File: src/rtl/alu_issue_ctrl.sv
// Issue/writeback wrapper around a 16-bit combinational ALU: instruction FIFO,
// 8x16 register file with same-edge bypass, one E stage and one W stage.
module alu_issue_ctrl #(
  parameter int DEPTH = 4,
  parameter int AW    = 2
) (
  input  logic        clk,
  input  logic        reset_n,
  input  logic        in_valid,
  output logic        in_ready,
  input  logic [2:0]  in_op,
  input  logic [2:0]  in_rd,
  input  logic [2:0]  in_rs1,
  input  logic [2:0]  in_rs2,
  input  logic        in_imm_en,
  input  logic [15:0] in_imm,
  input  logic        stall,
  output logic [2:0]  alu_op,
  output logic [15:0] alu_i0,
  output logic [15:0] alu_i1,
  input  logic [15:0] alu_o,
  input  logic        alu_carry,
  output logic        wb_valid,
  output logic [2:0]  wb_rd,
  output logic [15:0] wb_data,
  output logic        carry_flag,
  input  logic [2:0]  dbg_rsel,
  output logic [15:0] dbg_rdata
);

  typedef struct packed {
    logic [2:0]  op;
    logic [2:0]  rd;
    logic [2:0]  rs1;
    logic [2:0]  rs2;
    logic        imm_en;
    logic [15:0] imm;
  } instr_t;

  instr_t        fifo_mem [DEPTH];
  logic [AW-1:0] wr_ptr, rd_ptr;
  logic [AW:0]   count;
  logic          full, empty, push, pop;
  instr_t        head;

  logic [15:0]   regs [8];
  logic          ex_valid;
  logic [2:0]    ex_rd;
  logic          w_en;
  logic [15:0]   rs1_val, rs2_val;

  assign full     = (count == (AW+1)'(DEPTH));
  assign empty    = (count == '0);
  assign in_ready = !full;
  assign push     = in_valid && in_ready;
  assign pop      = !empty && !stall;
  assign head     = fifo_mem[rd_ptr];

  // The W write lands on the same edge as the E load, so forward alu_o
  // instead of the not-yet-updated file entry; r0 is never forwarded.
  assign w_en    = ex_valid && (ex_rd != 3'd0);
  assign rs1_val = (w_en && ex_rd == head.rs1) ? alu_o : regs[head.rs1];
  assign rs2_val = (w_en && ex_rd == head.rs2) ? alu_o : regs[head.rs2];

  assign dbg_rdata = regs[dbg_rsel];

  always_ff @(posedge clk) begin
    if (push) begin
      fifo_mem[wr_ptr] <= '{op: in_op, rd: in_rd, rs1: in_rs1, rs2: in_rs2,
                            imm_en: in_imm_en, imm: in_imm};
    end
  end

  always_ff @(posedge clk or negedge reset_n) begin
    if (!reset_n) begin
      wr_ptr <= '0;
      rd_ptr <= '0;
      count  <= '0;
    end else begin
      if (push) wr_ptr <= wr_ptr + AW'(1);
      if (pop)  rd_ptr <= rd_ptr + AW'(1);
      case ({push, pop})
        2'b10:   count <= count + (AW+1)'(1);
        2'b01:   count <= count - (AW+1)'(1);
        default: count <= count;
      endcase
    end
  end

  always_ff @(posedge clk or negedge reset_n) begin
    if (!reset_n) begin
      ex_valid <= 1'b0;
      ex_rd    <= '0;
      alu_op   <= '0;
      alu_i0   <= '0;
      alu_i1   <= '0;
    end else begin
      ex_valid <= pop;
      if (pop) begin
        ex_rd  <= head.rd;
        alu_op <= head.op;
        alu_i0 <= rs1_val;
        alu_i1 <= head.imm_en ? head.imm : rs2_val;
      end
    end
  end

  always_ff @(posedge clk or negedge reset_n) begin
    if (!reset_n) begin
      for (int i = 0; i < 8; i++) regs[i] <= '0;
      wb_valid   <= 1'b0;
      wb_rd      <= '0;
      wb_data    <= '0;
      carry_flag <= 1'b0;
    end else begin
      wb_valid <= ex_valid;
      if (ex_valid) begin
        if (w_en) regs[ex_rd] <= alu_o;
        wb_rd   <= ex_rd;
        wb_data <= alu_o;
        if (alu_op == 3'b000 || alu_op == 3'b001) carry_flag <= alu_carry;
      end
    end
  end

endmodule

File: config.mk
export PLATFORM = sky130hd
export DESIGN_NAME = alu_issue_ctrl
export DESIGN_NICKNAME = d
export VERILOG_FILES = /design/src/rtl/alu_issue_ctrl.sv
export SDC_FILE = /design/constraint.sdc
export NUM_CORES = 1
export LEC_CHECK = 0
export BUFFER_PORTS_ARGS = -buffer_cell sky130_fd_sc_hd__buf_2
export CELL_PAD_IN_SITES_DETAIL_PLACEMENT = 1
export CELL_PAD_IN_SITES_GLOBAL_PLACEMENT = 1
export CORE_UTILIZATION = 55
export CTS_BUF_LIST = sky130_fd_sc_hd__clkbuf_4
export DETAILED_ROUTE_END_ITERATION = 10
export PLACE_DENSITY_LB_ADDON = 0.12
export SLEW_MARGIN = 20
export SYNTH_ARGS = -nofsm -noshare
export SYNTH_HDL_FRONTEND = slang
export SYNTH_SLANG_ARGS = --single-unit
File: constraint.sdc
create_clock -name clk -period 7.1 [get_ports clk]
set_clock_uncertainty 0.05 [all_clocks]
set_input_delay 0.71 -clock clk [delete_from_list [all_inputs] [get_ports clk]]
set_output_delay 0.71 -clock clk [all_outputs]
set_load 0.005 [all_outputs]
==> impl_metrics.yaml, run 1 <==
cells_and_area:
  drive_gt1_share_pct: 41.5
  final_area_mm2: 0.0170
  final_core_utilization_pct: 62.9
  layout.nets: 1238
  area_delta_synth_final_pct: 12.0
  fin_cells: 1582
grt:
  grt_max_degree: 80
  overflow: 0
  antenna_found_initial: 1
  grt_use_met1_pct: 43.6
  grt_pass1_wl_um: 64900
  grt_pass1_vias: 10700
  gr-max-usage-layer: "met2"
  grt.total_usage_pct: 30.6
  gr-usage-met3_pct: 5.55
  met2_usage_pct: 47.8
floorplanning:
  core_mm2: 0.0270
  die_x_um: 168
  die_h_um: 168
  start_util_pct: 56.2
  pin_count: 126
  rows: 60
  fp.dieArea_mm2: 0.0283
synth:
  syn_inst: 1057
  synth_warnings: 0
  netlist.area_leader.share_pct: 32.2
  synth-async-reset-ratio_pct: 62.7
  yosys_register_bits: 311
  synth_area_mm2: 0.0152
  synth_commonest_cells: "dfrtp_1, mux2_2, mux2i_1"
  synth_edf_count: 116
  ys_seq_area_share_pct: 55.1
  synth.area.top_cells: "dfrtp_1, edfxtp_1, mux2_2, mux4_2, mux2i_1"
  synth-main-ff-cell: "dfrtp_1"
  syn_area_per_cell_um2: 14.4
  yosys.area.top_type: "dfrtp_1"
  synth.most_common_cell: "dfrtp_1"
  synthesis.nets: 1116
  yosysUniqueCellTypes: 40
placed_design:
  place_area_mm2: 0.0159
  dp.cells: 1434
  detailedPlace.worstSlack_ps: 3510
  detailed_place_hpwl_um: 25100
  gp_congestion: 0.822
  io_buffers: 125
sta:
  tightest_slew_ps: 1120
  rsz0062_at_grt: "no"
  fmax_mhz: 297
  min_period_ps: 3370
  setup_tns_ps: 0
  setup_violations: 0
  setup_ws_ps: 3730
  period_share_pct: 47.4
  drv_slew: 0
  hold_viol_final: 0
  max-slew-margin-rel_pct: 24.7
hold_path:
  hold-path-cell-count: 1
  hp-class: "primary input to flip-flop"
route:
  first_pass_iters: 5
  via_count: 10000
  drt-total-wl_um: 41500
  first_iter_violations: 709
  drc: 0
  vias_per_cell: 6.35
  wl_per_cell_um: 26.3
  antenna_left: 0
worst_setup_path:
  rr_worst_depth: 7
  start_kind: "flip-flop"
  endpoint_kind: "flip-flop"
  cp_max_fo: 50
  critPathRequiredTime_ps: 7670
  crit_type: "flip-flop to flip-flop"
  crit_arrival_ps: 3930
cts:
  cts_root_buf: "clkbuf_4"
  max-clock-path-buffers: 3
  cts_buffers: 83
  cts_resized: 0
  clk_latency_ps: 730
  cts_tree: "yes"
  htreeDepth: 3
  cts_setup_buffers: 0
  cts_sinks: 311
  cts.clk_slew.worst_paths_ps: 80
pwr:
  p_leak_nw: 7.18
  peakVddDrop_v: 0.000254
  power.density_mw_per_mm2: 491
flow_run:
  cap_violations: 0
run_status:
  outcome: "finished clean"
==> kinds of logic (layout without fill, tap and decap cells) <==
group | Yosys count | after routing | synth area share [%]
compound gates | 152 | 152 | 7.49
xor+xnor | 10 | 10 | 0.577
fa+ha+maj | 6 | 6 | 0.544
buf+inv | 120 | 303 | 3.78
flops | 311 | 311 | 55.1
mux | 339 | 339 | 28.5
other cells | 0 | 1 | 0
simple gates | 119 | 119 | 3.98
==> layout make-up <==
type / instances / area, um2
clock inverter: 23 / 120
timing repair buffer: 148 / 813
multi-input combinational: 626 / 6310
antenna: 1 / 2.50
tap: 341 / 427
fill: 2592 / 10000
clock buffer: 123 / 923
sequential: 311 / 8360
inverter: 9 / 33.8
==> layout by cell type, fill, tap and decap left out, drive strengths merged, types with 3 or more instances in the layout <==
| master | synthesis | final |
|---|---|---|
| edfxtp | 116 | 116 |
| o21ai | 20 | 20 |
| mux4 | 60 | 60 |
| mux2 | 148 | 148 |
| ha | 5 | 5 |
| mux2i | 131 | 131 |
| o211ai | 17 | 17 |
| o221ai | 16 | 16 |
| dfrtp | 195 | 195 |
| nand4b | 3 | 3 |
| and3 | 21 | 21 |
| nand3 | 33 | 33 |
| clkinv | 0 | 22 |
| xnor2 | 7 | 7 |
| inv | 9 | 9 |
| a22oi | 80 | 80 |
| xor2 | 3 | 3 |
| buf | 54 | 146 |
| nor2b | 4 | 4 |
| clkbuf | 57 | 124 |
| a21oi | 16 | 16 |
| nand2 | 41 | 41 |
| and2 | 3 | 3 |
| nor3 | 3 | 3 |
| nor2 | 5 | 5 |
==> state kept, by name, summed over array words and instances, names as in the netlist <==
register    cells
wb_valid        1
wb_data        16
wb_rd           3
fifo_mem      116
regs          128
rd_ptr          2
ex_rd           3
alu_op          3
carry_flag      1
wr_ptr          2
alu_i0         16
count           3
alu_i1         16
ex_valid        1
==> timing repair <==
item,in CTS,in global routing
hold buffers,1,0
endpoints found under the setup margin,0,0
endpoints found under the hold margin,50,0
==> layer usage <==
| layer | wire length [um] | vias to the layer above | share of wire (%) |
|---|---|---|---|
| li1 | - | 4367 | - |
| met1 | 18600 | 5267 | 45 |
| met2 | 19700 | 330 | 47 |
| met3 | 2270 | 82 | 5.5 |
| met4 | 965 | 0 | 2.3 |
| met5 | 0 | - | 0 |
==> path summary, 6_finish.rpt <==
kind	start	endpoint	slack [ps]
min in group asynchronous	reset_n	regs[98]$_DFFE_PN0P_	450
setup / recovery	rd_ptr[0]$_DFFE_PN0P_	alu_i1[6]$_DFFE_PN0P_	3730
setup reg to reg	rd_ptr[0]$_DFFE_PN0P_	alu_i1[6]$_DFFE_PN0P_	3730
max in group asynchronous	reset_n	rd_ptr[0]$_DFFE_PN0P_	5230
hold reg to reg	regs[124]$_DFFE_PN0P_	regs[124]$_DFFE_PN0P_	380
hold / removal	in_imm[0]	fifo_mem[2][0]$_DFFE_PP_	140
==> stage by stage <==
stage          total power, mW  hold WS, ps
2_1_floorplan             5.59          335
3_3_place_gp              6.57          354
3_5_place_dp              6.76          361
4_1_cts                   8.36         80.6
5_1_grt                   8.83          106
6_report                  8.34          138
==> where the power goes <==
part,switching (mW),total [mW],internal [mW]
Combinational,1.99,3.70,1.71
Sequential,0.553,3.08,2.53
Clock,0.767,1.57,0.799
==> critical path, cell delays in order (launching register included) <==
cell	delay [ps]
dfrtp_2	350
buf_4	510
mux4_4	930
buf_4	460
mux2i_1	220
a22oi_1	230
nand3_1	200
o221ai_1	250
(Power assumes the default switching activity.)
==> inputs of run 2 (changes only) <==
ABC_AREA = 1   (was default)
CORE_UTILIZATION = 47   (was 55)
clock period = 3.45 ns   (was 7.1 ns; I/O delays follow)
==> run 2 against run 1 <==
  * Critical path depth is 4 higher
  * Core utilization decreased by 7.3 points
  * First-iteration DRC count up 96%
  * Count of clock-buffer cells in the layout is 2 lower
  * Synthesized cell count rose by 89%
  * Cell count up 68%
  * Highest routed layer is now met5
  * Register-to-register slack worse by 3100 ps
  * Largest cell class unchanged
  * Synthesized area rose by 6.8%
==> impl_metrics.yaml, run 2 <==
worst_setup_path:
  cp_max_fo: 59
  endpoint_kind: "flip-flop"
  crit_start: "rd_ptr[0]$_DFFE_PN0P_"
  crit_arrival_ps: 3410
  start_kind: "flip-flop"
  reg2reg_from: "rd_ptr[0]$_DFFE_PN0P_"
  crit_type: "flip-flop to flip-flop"
  critPathRequiredTime_ps: 4030
cts:
  cts_tree: "yes"
  max-clock-path-buffers: 3
  clk_latency_ps: 810
  cts_buffers: 85
  cts_setup_buffers: 0
  htreeDepth: 3
  cts_resized: 0
  cts.clk_slew.worst_paths_ps: 70
  cts_root_buf: "clkbuf_4"
  cts_sinks: 311
pwr:
  seqPwrFrac_pct: 29.6
  switching_share_pct: 49.8
  p_clk_share_pct: 16.7
  p_leak_nw: 8.74
  switching_power_mw: 10.1
  peakVddDrop_v: 0.000728
  p_int_mw: 10.2
  p_comb_share_pct: 53.7
  power.density_mw_per_mm2: 1090
placed_design:
  place_area_mm2: 0.0172
  io_buffers: 125
  detailed_place_hpwl_um: 39200
  detailedPlace.worstSlack_ps: 764
  gp_congestion: 0.910
sta:
  hold_viol_final: 0
  setup_tns_ps: 0
  setup_violations: 0
  drv_slew: 0
  max-slew-margin-rel_pct: 42.9
  setup_ws_ps: 616
  whs_ps: 69.0
  fmax_mhz: 353
  min_period_ps: 2830
  tightest_slew_ps: 855
  period_share_pct: 82.1
  rsz0062_at_grt: "no"
floorplanning:
  rows: 67
  core_mm2: 0.0337
  pin_count: 126
  fp.dieArea_mm2: 0.0352
  die_h_um: 188
  start_util_pct: 48.1
  die_x_um: 188
cells_and_area:
  final_area_mm2: 0.0188
  layout.nets: 2214
  drive_gt1_share_pct: 16.8
  largest_register_ffs: 128
  area_delta_synth_final_pct: 15.7
  reg.largest.list: "regs: 128 flops, fifo_mem: 116 flops"
  final_common_cell: "nand2_1"
  top_register: "regs"
  mostFrequentLayoutCells: "nand2_1, nand3_1, o21ai_0"
route:
  first_pass_iters: 6
  wl_per_cell_um: 23.1
  drt-total-wl_um: 61500
  via_count: 15700
  drc: 0
  antenna_left: 0
  vias_per_cell: 5.88
  first_iter_violations: 1388
flow_run:
  cap_violations: 0
synth:
  netlist.area_leader.share_pct: 30.1
  synth.area.top_cells: "dfrtp_1, edfxtp_1, nand2_1, nand3_1, o21ai_0"
  synth_area_mm2: 0.0162
  synth.most_common_cell: "nand2_1"
  yosys_register_bits: 311
  synth_commonest_cells: "nand2_1, nand3_1, o21ai_0"
  synth-async-reset-ratio_pct: 62.7
  yosys.area.top_type: "dfrtp_1"
  synth-main-ff-cell: "dfrtp_1"
  yosysUniqueCellTypes: 32
  syn_area_per_cell_um2: 8.12
  ys_seq_area_share_pct: 51.6
  synth_warnings: 0
  syn_inst: 1997
  synth_edf_count: 116
  synthesis.nets: 2056
grt:
  grt_pass1_vias: 16100
  antenna_found_initial: 3
  grt_max_degree: 81
  grt.total_usage_pct: 35.6
  overflow: 0
  grt_pass1_wl_um: 95800
hold_path:
  hp-class: "primary input to flip-flop"
  hp-start: "in_valid"
run_status:
  outcome: "finished clean"
run 2: changes by cell type after synthesis, sizes merged, moves of 60 or more:
| cell | before | now |
|---|---|---|
| nor2 | 5 | 126 |
| o21ai | 20 | 230 |
| mux2 | 148 | 1 |
| a21oi | 16 | 83 |
| nand3 | 33 | 361 |
| mux2i | 131 | 0 |
| mux4 | 60 | 0 |
| inv | 9 | 205 |
| a22oi | 80 | 0 |
| nand2 | 41 | 461 |
run 2: final cells by class:
class                           count  area, um2
Antenna cell                        4       10.0
Clock buffer                      121        908
Clock inverter                     24        164
Fill cell                        4173      14900
Inverter                          205        769
Multi-Input combinational cell   1330       6430
Sequential cell                   311       8360
Tap cell                          448        561
Timing Repair Buffer              222       1550
run 2: power by group through the flow:
| stage | registers [mW] | logic, mW | clock network [mW] |
|---|---|---|---|
| after floorplan | 5.80 | 7.16 | 0 |
| after global placement | 5.97 | 10.3 | 0 |
| after detailed placement | 6.03 | 10.6 | 0 |
| after CTS | 5.98 | 10.7 | 3.45 |
| after global routing | 6.14 | 12.0 | 3.65 |
| final | 6.02 | 10.9 | 3.40 |
run 2: cell families (layout without fill, tap and decap cells):
logic type / after synthesis / after routing / share of synthesized area (%)
other cells: 0 / 4 / 0
xor+xnor: 4 / 4 / 0.216
compound gates: 368 / 368 / 12.3
flops: 311 / 311 / 51.6
buf+inv: 356 / 572 / 8.91
simple gates: 951 / 951 / 26.4
fa+ha+maj: 6 / 6 / 0.509
mux: 1 / 1 / 0.0695
run 2: path summary, 6_finish.rpt:
| check | endpoint | slack (ps) | depth (start not counted) |
|---|---|---|---|
| worst min register to register | regs[123]$_DFFE_PN0P_ | 350 | 0 |
| worst max register to register | alu_i1[3]$_DFFE_PN0P_ | 620 | 11 |
| worst min-delay path | wr_ptr[1]$_DFFE_PN0P_ | 70 | 3 |
| worst max-delay path | alu_i1[3]$_DFFE_PN0P_ | 620 | 11 |
| max in group asynchronous | regs[110]$_DFFE_PN0P_ | 2380 | 3 |
| min in group asynchronous | regs[54]$_DFFE_PN0P_ | 100 | 2 |
run 2: per-stage QoR:
| stage | instances | utilization, % | power (mW) |
|---|---|---|---|
| 2_1_floorplan | 1997 | - | 13.0 |
| 3_5_place_dp | 2468 | 51.0 | 16.6 |
| 5_1_grt | 2663 | 55.6 | 21.8 |
| 6_report | 2665 | 55.6 | 20.4 |
| 3_3_place_gp | 2468 | 51.0 | 16.2 |
| 4_1_cts | 2661 | 55.6 | 20.2 |
run 2: repair_timing:
action	4_1_cts	5_1_grt
endpoints found under the hold margin	242	0
setup endpoints to repair	0	0
hold buffers	48	0
run 2: metal layers:
layer | global-route usage, % | share of wire (%)
met2 | 56.9 | 47
met1 | 46.7 | 41
met4 | 17.4 | 4.2
met3 | 6.55 | 8.0
met5 | 0 | 0.021
run 2: critical path, stage by stage (launching register included):
cell     delay [ps]
dfrtp_1         380
buf_4           550
nand2_1         190
nand3_2         160
buf_4           570
nand3_1         180
nand3_1         140
nand3_1         110
nand3_1         150
nand2_1          70
nand2_1          50
nand2_1          50
==> inputs of run 3 (changes only) <==
CORE_UTILIZATION = 43   (was 47)
clock period = 2.6 ns   (was 3.45 ns; I/O delays follow)
==> run 3 against run 2 <==
  * Largest power group unchanged
  * Cell count up 2.7%
  * Critical path depth is 6 lower
  * Wire length grew 0.66%
  * Worst hold slack better by 120 ps
  * Register-to-register slack worse by 360 ps
  * Critical endpoint is now dbg_rdata[2]
  * Sequential power grew 33%
  * Global-route usage decreased by 2.9 points
  * Core utilization fell by 3.9 points
==> impl_metrics.yaml, run 3 (synthesis gave the netlist of run 2 again) <==
run_status:
  outcome: "finished clean"
sta:
  setup_ws_ps: 141
  setup_tns_ps: 0
  drv_slew: 0
  whs_ps: 188
  period_share_pct: 94.6
  max-slew-margin-rel_pct: 46.1
  hold_viol_final: 0
  setup_violations: 0
  fmax_mhz: 407
  rsz0062_at_grt: "no"
  tightest_slew_ps: 808
  min_period_ps: 2460
worst_setup_path:
  critPathRequiredTime_ps: 2290
  cp_max_fo: 3
  start_kind: "flip-flop"
  crit_type: "flip-flop to output port"
  cp.depth: 5
  r2r_end: "alu_i1[12]$_DFFE_PN0P_"
  reg2reg_from: "rd_ptr[0]$_DFFE_PN0P_"
  r2r_slack_ps: 260
  rr_worst_depth: 11
  max_stage_delay_ps: 510
  crit_arrival_ps: 2150
  worstPathCellList: "inv_1, o21ai_0, a221oi_1, a31oi_1, buf_2"
  path_buf_inv: 2
  endpoint_kind: "output port"
  crit_family: "compound AO/OA/AOI/OAI gates"
  crit_slowest_cell: "a221oi_1"
grt:
  overflow: 0
  grt_max_degree: 81
  grt.total_usage_pct: 32.7
  antenna_found_initial: 2
  grt_pass1_vias: 16200
  grt_pass1_wl_um: 94900
placed_design:
  detailed_place_hpwl_um: 39400
  detailedPlace.worstSlack_ps: 315
  place_area_mm2: 0.0174
  io_buffers: 125
  gp_congestion: 0.868
route:
  antenna_left: 0
  vias_per_cell: 5.66
  drt-total-wl_um: 61900
  first_pass_iters: 5
  first_iter_violations: 1210
  via_count: 15500
  drc: 0
  wl_per_cell_um: 22.6
cells_and_area:
  mostFrequentLayoutCells: "nand2_1, nand3_1, o21ai_0"
  reg.largest.list: "regs: 128 flops, fifo_mem: 116 flops"
  area_delta_synth_final_pct: 17.7
  layout.nets: 2229
  largest_register_ffs: 128
  final_area_mm2: 0.0191
  drive_gt1_share_pct: 17.9
  multiInputGateArea_mm2: 0.00643
  top_register: "regs"
  fill_cells: 4524
  final_common_cell: "nand2_1"
  register_area_mm2: 0.00836
cts:
  cts_sinks: 311
  cts.clk_slew.worst_paths_ps: 60
  max-clock-path-buffers: 3
  cts_root_buf: "clkbuf_4"
  htreeDepth: 3
  cts_tree: "yes"
  clk_latency_ps: 790
  cts_resized: 0
  cts_buffers: 87
floorplanning:
  pin_count: 126
  die_x_um: 196
  start_util_pct: 44.0
  core_mm2: 0.0369
  fp.dieArea_mm2: 0.0385
  rows: 70
  die_h_um: 196
hold_path:
  hp-class: "primary input to flip-flop"
  hold_end: "fifo_mem[1][26]$_DFFE_PP_"
  hold-path-cell-count: 2
  hp-start: "in_op[0]"
pwr:
  p_leak_nw: 8.89
  peakVddDrop_v: 0.000943
  power.density_mw_per_mm2: 1430
flow_run:
  cap_violations: 0
[run 3: changes by cell type in the layout (fill, tap and decap cells not counted), sizes merged]
cell         before  now
clkinvlp          0    1
diode             4    1
clkinv           21    8
clkbuf          122  143
buf             173  184
inv             206  205
dlygate4sd3      48   50
bufinv            2    1
[run 3: how the worst max path moves through the flow]
stage	startpoint	to	slack, ps
floorplan	count[0]$_DFFE_PN0P_	fifo_mem[0][0]$_DFFE_PP_	160
global placement	rd_ptr[1]$_DFFE_PN0P_	alu_i1[13]$_DFFE_PN0P_	340
detailed placement	rd_ptr[0]$_DFFE_PN0P_	alu_i1[12]$_DFFE_PN0P_	310
CTS	regs[50]$_DFFE_PN0P_	dbg_rdata[2]	90
global route	regs[51]$_DFFE_PN0P_	dbg_rdata[3]	8
finish	regs[50]$_DFFE_PN0P_	dbg_rdata[2]	140
[run 3: final cells by class]
class	instances	area share (%)
Timing Repair Buffer	235	9.16
Antenna cell	1	0.0131
Clock inverter	10	0.354
Tap cell	504	3.31
Clock buffer	142	5.59
Sequential cell	311	43.8
Inverter	205	4.03
Multi-Input combinational cell	1330	33.7
[run 3: worst reg2reg max path, delay by kind of cell (launching register included)]
family / cells / cell delay [ps]
buf+inv: 2 / 680
flops: 1 / 410
simple gates: 9 / 1100
[run 3: per-stage QoR]
step	util, %	power [mW]	std cells
after floorplan	-	17.2	1997
after global placement	47.3	22.0	2534
after detailed placement	47.3	22.4	2534
after CTS	51.7	27.3	2737
after global routing	51.7	29.3	2738
final	51.7	27.3	2738
[run 3: where the power goes]
group | switching (mW) | leakage, nW | internal [mW] | total [mW]
registers | 1.12 | 3.40 | 6.88 | 8.00
logic | 10.1 | 4.81 | 4.60 | 14.7
clock network | 2.11 | 0.680 | 2.54 | 4.65
total | 13.3 | 8.89 | 14.0 | 27.3
[run 3: repair_timing]
| item | CTS | global route |
|---|---|---|
| buffers inserted | 0 | 0 |
| endpoints found under the setup margin | 0 | 0 |
| hold buffers | 51 | 0 |
| hold endpoints to repair | 407 | 0 |
[run 3: per-layer routing]
layer / wire, um / share of wire [%] / global-route usage [%]
met1: 26200 / 42 / 42.6
met2: 29300 / 47 / 53.6
met3: 4270 / 6.9 / 6.21
met4: 2170 / 3.5 / 13.3
met5: 0 / 0 / 0
